<file path="src/rtl/counter_monitor_if.sv">
// counter_monitor_if
// Bundles the signals of an up/down/loadable counter as seen from outside it.
// The master modport drives the counter controls and its count. The slave
// modport observes all of them and is used by counter_monitor.
//   en    : counter enable
//   dn    : direction, 1 = down, 0 = up
//   load  : load strobe, has priority over en
//   data  : load value (WIDTH)
//   count : counter output (WIDTH)
interface counter_monitor_if #(
   parameter int WIDTH = 4
);
   logic             en;
   logic             dn;
   logic             load;
   logic [WIDTH-1:0] data;
   logic [WIDTH-1:0] count;

   modport master (output en, dn, load, data, count);
   modport slave  (input  en, dn, load, data, count);
endinterface

</file>
<file path="src/rtl/counter_monitor.sv">
// counter_monitor
// Passive checker placed beside an up/down/loadable counter. Every edge it
// captures the counter controls and count. From the previous capture it
// predicts the count for this edge, compares it with the observed count, and
// reports mismatches, correct wrap steps and a saturating error tally.
// Optional feature macro: COUNTER_MON_HALT_EN. When defined, the first
// mismatch parks the monitor in FAULT until rst. When undefined, the FAULT
// state is not built and fault is tied to 0.
// Ports:
//   clk       : rising-edge clock, the same clock as the observed counter
//   rst       : synchronous active-high reset
//   bus       : counter_monitor_if.slave (en, dn, load, data, count)
//   valid     : 1 while tracking
//   exp_count : registered prediction of count
//   mismatch  : one-cycle pulse when the observed count differs from the prediction
//   wrap      : one-cycle pulse on a correct max->0 or 0->max step
//   fault     : 1 while halted (only with COUNTER_MON_HALT_EN)
//   err_cnt   : saturating mismatch count since reset
module counter_monitor #(
   parameter int WIDTH = 4,
   parameter int ECW   = 8
) (
   input  logic             clk,
   input  logic             rst,
   counter_monitor_if.slave bus,
   output logic             valid,
   output logic [WIDTH-1:0] exp_count,
   output logic             mismatch,
   output logic             wrap,
   output logic             fault,
   output logic [ECW-1:0]   err_cnt
);

`ifdef COUNTER_MON_HALT_EN
   typedef enum logic [1:0] {st_idle = 2'd0, st_track = 2'd1, st_fault = 2'd2} state_t;
`else
   typedef enum logic {st_idle = 1'b0, st_track = 1'b1} state_t;
`endif

   state_t state, state_nx;

   logic             en_p0, dn_p0, load_p0;
   logic [WIDTH-1:0] data_p0, cnt_p0;
   logic [WIDTH-1:0] pred;
   logic             miss, wrap_hit, cmp_en;

   function automatic logic [WIDTH-1:0] predict(
      input logic [WIDTH-1:0] cnt,
      input logic             en_i,
      input logic             dn_i,
      input logic             load_i,
      input logic [WIDTH-1:0] data_i
   );
      if (load_i)
         return data_i;
      else if (en_i && !dn_i)
         return cnt + WIDTH'(1);
      else if (en_i && dn_i)
         return cnt - WIDTH'(1);
      else
         return cnt;
   endfunction

   function automatic logic [ECW-1:0] sat_inc(input logic [ECW-1:0] e);
      return (e == {ECW{1'b1}}) ? e : e + ECW'(1);
   endfunction

   // Stage p0: unconditional capture of the observed bus. These are data-only
   // registers; the FSM guarantees no compare happens before they are loaded.
   always_ff @(posedge clk) begin
      en_p0   <= bus.en;
      dn_p0   <= bus.dn;
      load_p0 <= bus.load;
      data_p0 <= bus.data;
      cnt_p0  <= bus.count;
   end

   assign pred = predict(cnt_p0, en_p0, dn_p0, load_p0, data_p0);
   assign miss = (bus.count != pred);

   // A load of 0 or all-ones is never a wrap, so the step must be a pure count.
   assign wrap_hit = !miss && en_p0 && !load_p0 &&
                     ((!dn_p0 && (cnt_p0 == {WIDTH{1'b1}})) ||
                      ( dn_p0 && (cnt_p0 == {WIDTH{1'b0}})));

   always_ff @(posedge clk) begin
      if (rst)
         state <= st_idle;
      else
         state <= state_nx;
   end

   always_comb begin
      state_nx = state;
      cmp_en   = 1'b0;
      case (state)
         st_idle:  state_nx = st_track;
         st_track: begin
            cmp_en = 1'b1;
`ifdef COUNTER_MON_HALT_EN
            if (miss)
               state_nx = st_fault;
`endif
         end
`ifdef COUNTER_MON_HALT_EN
         st_fault: state_nx = st_fault;
`endif
         default:  state_nx = st_idle;
      endcase
   end

   // Stage p1: compare results. Outside tracking the pulses are forced low and
   // exp_count/err_cnt hold, which freezes err_cnt at its FAULT entry value.
   always_ff @(posedge clk) begin
      if (rst) begin
         mismatch  <= 1'b0;
         wrap      <= 1'b0;
         exp_count <= '0;
         err_cnt   <= '0;
      end else if (cmp_en) begin
         mismatch  <= miss;
         wrap      <= wrap_hit;
         exp_count <= pred;
         if (miss)
            err_cnt <= sat_inc(err_cnt);
      end else begin
         mismatch  <= 1'b0;
         wrap      <= 1'b0;
      end
   end

   assign valid = (state == st_track);
`ifdef COUNTER_MON_HALT_EN
   assign fault = (state == st_fault);
`else
   assign fault = 1'b0;
`endif

endmodule
</file>
<file path="src/flat_wrapper.sv">
// flat-port wrapper written by rule: the top's interface ports become plain ports
module counter_monitor_flat 
#(
   parameter int WIDTH = 4,
   parameter int ECW   = 8
)
  (clk, rst, valid, exp_count, mismatch, wrap, fault, err_cnt, bus_en, bus_dn, bus_load, bus_data, bus_count);
  counter_monitor_if #(.WIDTH(WIDTH)) bus_i ();
  input  logic clk;
  input  logic rst;
  output logic valid;
  output logic [WIDTH-1:0] exp_count;
  output logic mismatch;
  output logic wrap;
  output logic fault;
  output logic [ECW-1:0] err_cnt;
  input wire logic [$bits(bus_i.en)-1:0] bus_en;
  input wire logic [$bits(bus_i.dn)-1:0] bus_dn;
  input wire logic [$bits(bus_i.load)-1:0] bus_load;
  input wire logic [$bits(bus_i.data)-1:0] bus_data;
  input wire logic [$bits(bus_i.count)-1:0] bus_count;
  assign bus_i.en = bus_en;
  assign bus_i.dn = bus_dn;
  assign bus_i.load = bus_load;
  assign bus_i.data = bus_data;
  assign bus_i.count = bus_count;
  counter_monitor #(.WIDTH(WIDTH), .ECW(ECW)) u_core (.clk(clk), .rst(rst), .bus(bus_i), .valid(valid), .exp_count(exp_count), .mismatch(mismatch), .wrap(wrap), .fault(fault), .err_cnt(err_cnt));
endmodule
</file>
<file path="config.mk">
export PLATFORM = sky130hd
export DESIGN_NAME = counter_monitor_flat
export DESIGN_NICKNAME = d
export VERILOG_FILES = /design/src/rtl/counter_monitor_if.sv /design/src/rtl/counter_monitor.sv /design/src/flat_wrapper.sv
export SDC_FILE = /design/constraint.sdc
export NUM_CORES = 1
export LEC_CHECK = 0
export ABC_AREA = 0
export CORE_MARGIN = 2
export CORE_UTILIZATION = 55
export CTS_BUF_LIST = sky130_fd_sc_hd__clkbuf_2
export CTS_CLUSTER_DIAMETER = 150
export DETAILED_ROUTE_END_ITERATION = 7
export MAX_ROUTING_LAYER = met4
export PLACE_DENSITY_LB_ADDON = 0.05
export SLEW_MARGIN = 20
export SYNTH_ARGS = -nofsm -noshare
export SYNTH_HDL_FRONTEND = slang
export SYNTH_SLANG_ARGS = --single-unit
</file>
<file path="constraint.sdc">
create_clock -name clk -period 5.1 [get_ports clk]
set_clock_uncertainty 0.2 [all_clocks]
set_input_delay 1.275 -clock clk [delete_from_list [all_inputs] [get_ports clk]]
set_output_delay 1.275 -clock clk [all_outputs]
set_load 0.02 [all_outputs]
</file>
==> results.toml <==
[status]
status = "finished clean"

[power]
ir_drop_uv = 189.6
power_frac_seq_pct = 52.5
leakage_nw = 0.6436
power_mw = 0.4329
clock_power_share_pct = 30.0
power_switching_mw = 0.1126
p_comb_share_pct = 17.6
internal_power_mw = 0.3204
switching_share_pct = 26.00
power_density_nw_per_um2 = 253.5

[timing]
finalHoldViolCount = 0
drv_slew = 0
period_needed_ns = 3.240
tightestPinTransition_ns = 0.6109
relSlewSlack_pct = 59.15
fin_crit_sh_pct = 63.52
finalSetupViolations = 0
max_freq_mhz = 308.7
rsz0062_at_grt = "false"
timing.setup.tns_ns = 0

[global_routing]
antenna_found_initial = 0
grt_overflow = 0
grt_max_degree = 18
grt_pass1_wl_um = 4112
grt_use_total_pct = 20.16
grt_pass1_vias = 984

[finish]
drive_gt1_share_pct = 11.70
area.growth.synth_to_final_pct = 20.90
utilization_pct = 69.57
seq_area_um2 = 520.5
diodes = 0
n_fill_cell = 197
fin_cells = 201
multiInputGateArea_um2 = 819.5
design_area_um2 = 1708
nets = 189

[worst_setup_path]
setup.worst_path.start = "bus_count[1]"
cp.required_ns = 5.19
cp.arrival_ns = 3.33
cp_max_fo = 8
rr_startpoint = "u_core.cnt_p0[1]"
cp-end-kind = "flop"
worstPathCellList = "clkdlybuf4s50_1 -> xor2_1 -> o31ai_1 -> o311ai_4 -> nor3_4 -> a21oi_1 -> mux2_1"
worstSetupPathType = "in2reg"
cp_slowest_cell = "clkdlybuf4s50_1"
critPathMaxStageDelay_ns = 0.51
cp-start-kind = "input port"

[placed_design]
io_buffers = 27
place_area_um2 = 1663
dp_cells = 197
place.gp.congestion = 0.8350
hpwlAfterDp_um = 2107

[floorplan]
die_y_um = 54.68
dieWidth_um = 54.68
dieArea_um2 = 2990
io_pins = 29
core_area_um2 = 2455
initial_core_util_pct = 57.54
rows = 18

[logic_synthesis]
yosysSeqAreaShare_pct = 36.85
synth_top_cell_area_share_pct = 36.85
netlist_area_um2 = 1413
netlist_top_cells_area = "dfxtp_1, xor2_1, nand2_1"
synth_commonest_cells = "dfxtp_1, nand2_1, nor2_1, o21ai_0, xor2_1"
avgSynthCellArea_um2 = 9.675
synth.largest_area_cell = "dfxtp_1"
yosysWarnings = 0
synth_enable_flop_cells = 0
yosysMostFrequentCell = "dfxtp_1"
synth_nets = 163
async_flop_share_pct = 0
synth_seq_cells = 26
yosys.cell_types.count = 48
synth-main-ff-cell = "dfxtp_1"
postSynthCellCount = 146

[clock_network]
cts_sinks = 26
cts_buffers = 3
cts_setup_buffers = 0
clock_path_buffers = 2
cts_resized = 0
cts_root_buf = "clkbuf_2"
cts_hold_buf = 0
clock_latency_ns = 0.36
htreeDepth = 1
cts_tree = "done"
path_clk_slew_ns = 0.24

[route]
drcViolationCount = 0
ant_nets = 0
wire_per_inst_um = 13.47
drt_pre_antenna_iters = 6
viasPerCell = 5.657
num_vias = 1137
wl_um = 2708
dr.first_iter.drc_count = 11

[worst_hold_path]
min_from = "u_core.err_cnt[1]"
min_path_type = "reg2reg"

[run]
maxCapViolCount = 0
==> flip-flops by register name (all words and copies together), names as in the netlist <==
| register | flops |
|---|---|
| u_core.wrap | 1 |
| u_core.dn_p0 | 1 |
| u_core.exp_count | 4 |
| u_core.load_p0 | 1 |
| u_core.mismatch | 1 |
| u_core.err_cnt | 8 |
| u_core.valid | 1 |
| u_core.data_p0 | 4 |
| u_core.cnt_p0 | 4 |
| u_core.en_p0 | 1 |
==> kinds of logic (layout without fill, tap and decap cells) <==
family | after synthesis | in the layout | share of synthesized area, %
AND/OR/NAND/NOR | 56 | 56 | 24.45
AO/OA/AOI/OAI | 26 | 26 | 13.73
flip-flops | 26 | 26 | 36.85
XOR/XNOR | 12 | 12 | 7.440
multiplexers | 11 | 11 | 8.591
buffers and inverters | 10 | 35 | 5.137
adder cells (fa/ha/maj) | 4 | 4 | 3.543
other | 1 | 1 | 0.2655
==> cell usage in the layout (no fill, tap or decap), types with 2 or more instances in the layout <==
cell type and n:
a21oi_1 4, mux2i_1 5, ha_1 4, xnor2_1 4, nor4b_1 2, nor2_1 11
xor2_1 8, nand2b_1 2, o21ai_0 9, nand3_1 3, nand4_1 4, nand2_1 15
dfxtp_1 26, clkbuf_2 3, clkdlybuf4s50_1 27, o211ai_1 2, mux2_2 4, nor2b_1 5
inv_1 4
==> cell type report <==
class | count | area share (%)
Inverter | 4 | 0.8791
Multi-Input combinational cell | 110 | 47.99
Clock inverter | 1 | 1.758
Clock buffer | 3 | 0.8791
Tap cell | 30 | 2.198
Sequential cell | 26 | 30.48
Timing Repair Buffer | 27 | 15.82
==> per-layer routing <==
layer | up-vias | share of wire, % | track usage [%]
met5 | - | 0 | -
met1 | 538 | 41 | 20.64
met4 | 0 | 1.4 | 8.750
li1 | 564 | - | -
met2 | 31 | 53 | 37.30
met3 | 4 | 4.3 | 3.279
==> critical path, delay by kind of cell <==
family	cells	cell delay, ns
compound gates	3	0.73
buf+inv	1	0.51
mux	1	0.34
simple gates	1	0.29
xor+xnor	1	0.19
==> path summary, 6_finish.rpt <==
check                      end  slack, ns  depth (start not counted)
max reg2reg  u_core.err_cnt[5]       2.33                          8
min          u_core.err_cnt[1]       0.32                          2
min reg2reg  u_core.err_cnt[1]       0.32                          2
max          u_core.err_cnt[0]       1.86                          7
==> power by group through the flow <==
stage                     sequential (mW)  combinational, mW  clock [mW]
after CTS                           0.227             0.0766       0.135
after detailed placement            0.231             0.0764           0
after floorplan                     0.232             0.0479           0
final                               0.227             0.0761       0.130
after global routing                0.229             0.0827       0.138
after global placement              0.231             0.0741           0
==> stage by stage <==
stage                     hold WS (ns)  worst slack, ns
final                           0.3232            1.860
after global routing            0.3470            1.771
after CTS                       0.3295            1.881
after floorplan                 0.3563            2.167
after detailed placement        0.2913            1.458
after global placement          0.2771            1.517
Note: power is estimated with default switching activity, not from simulation.
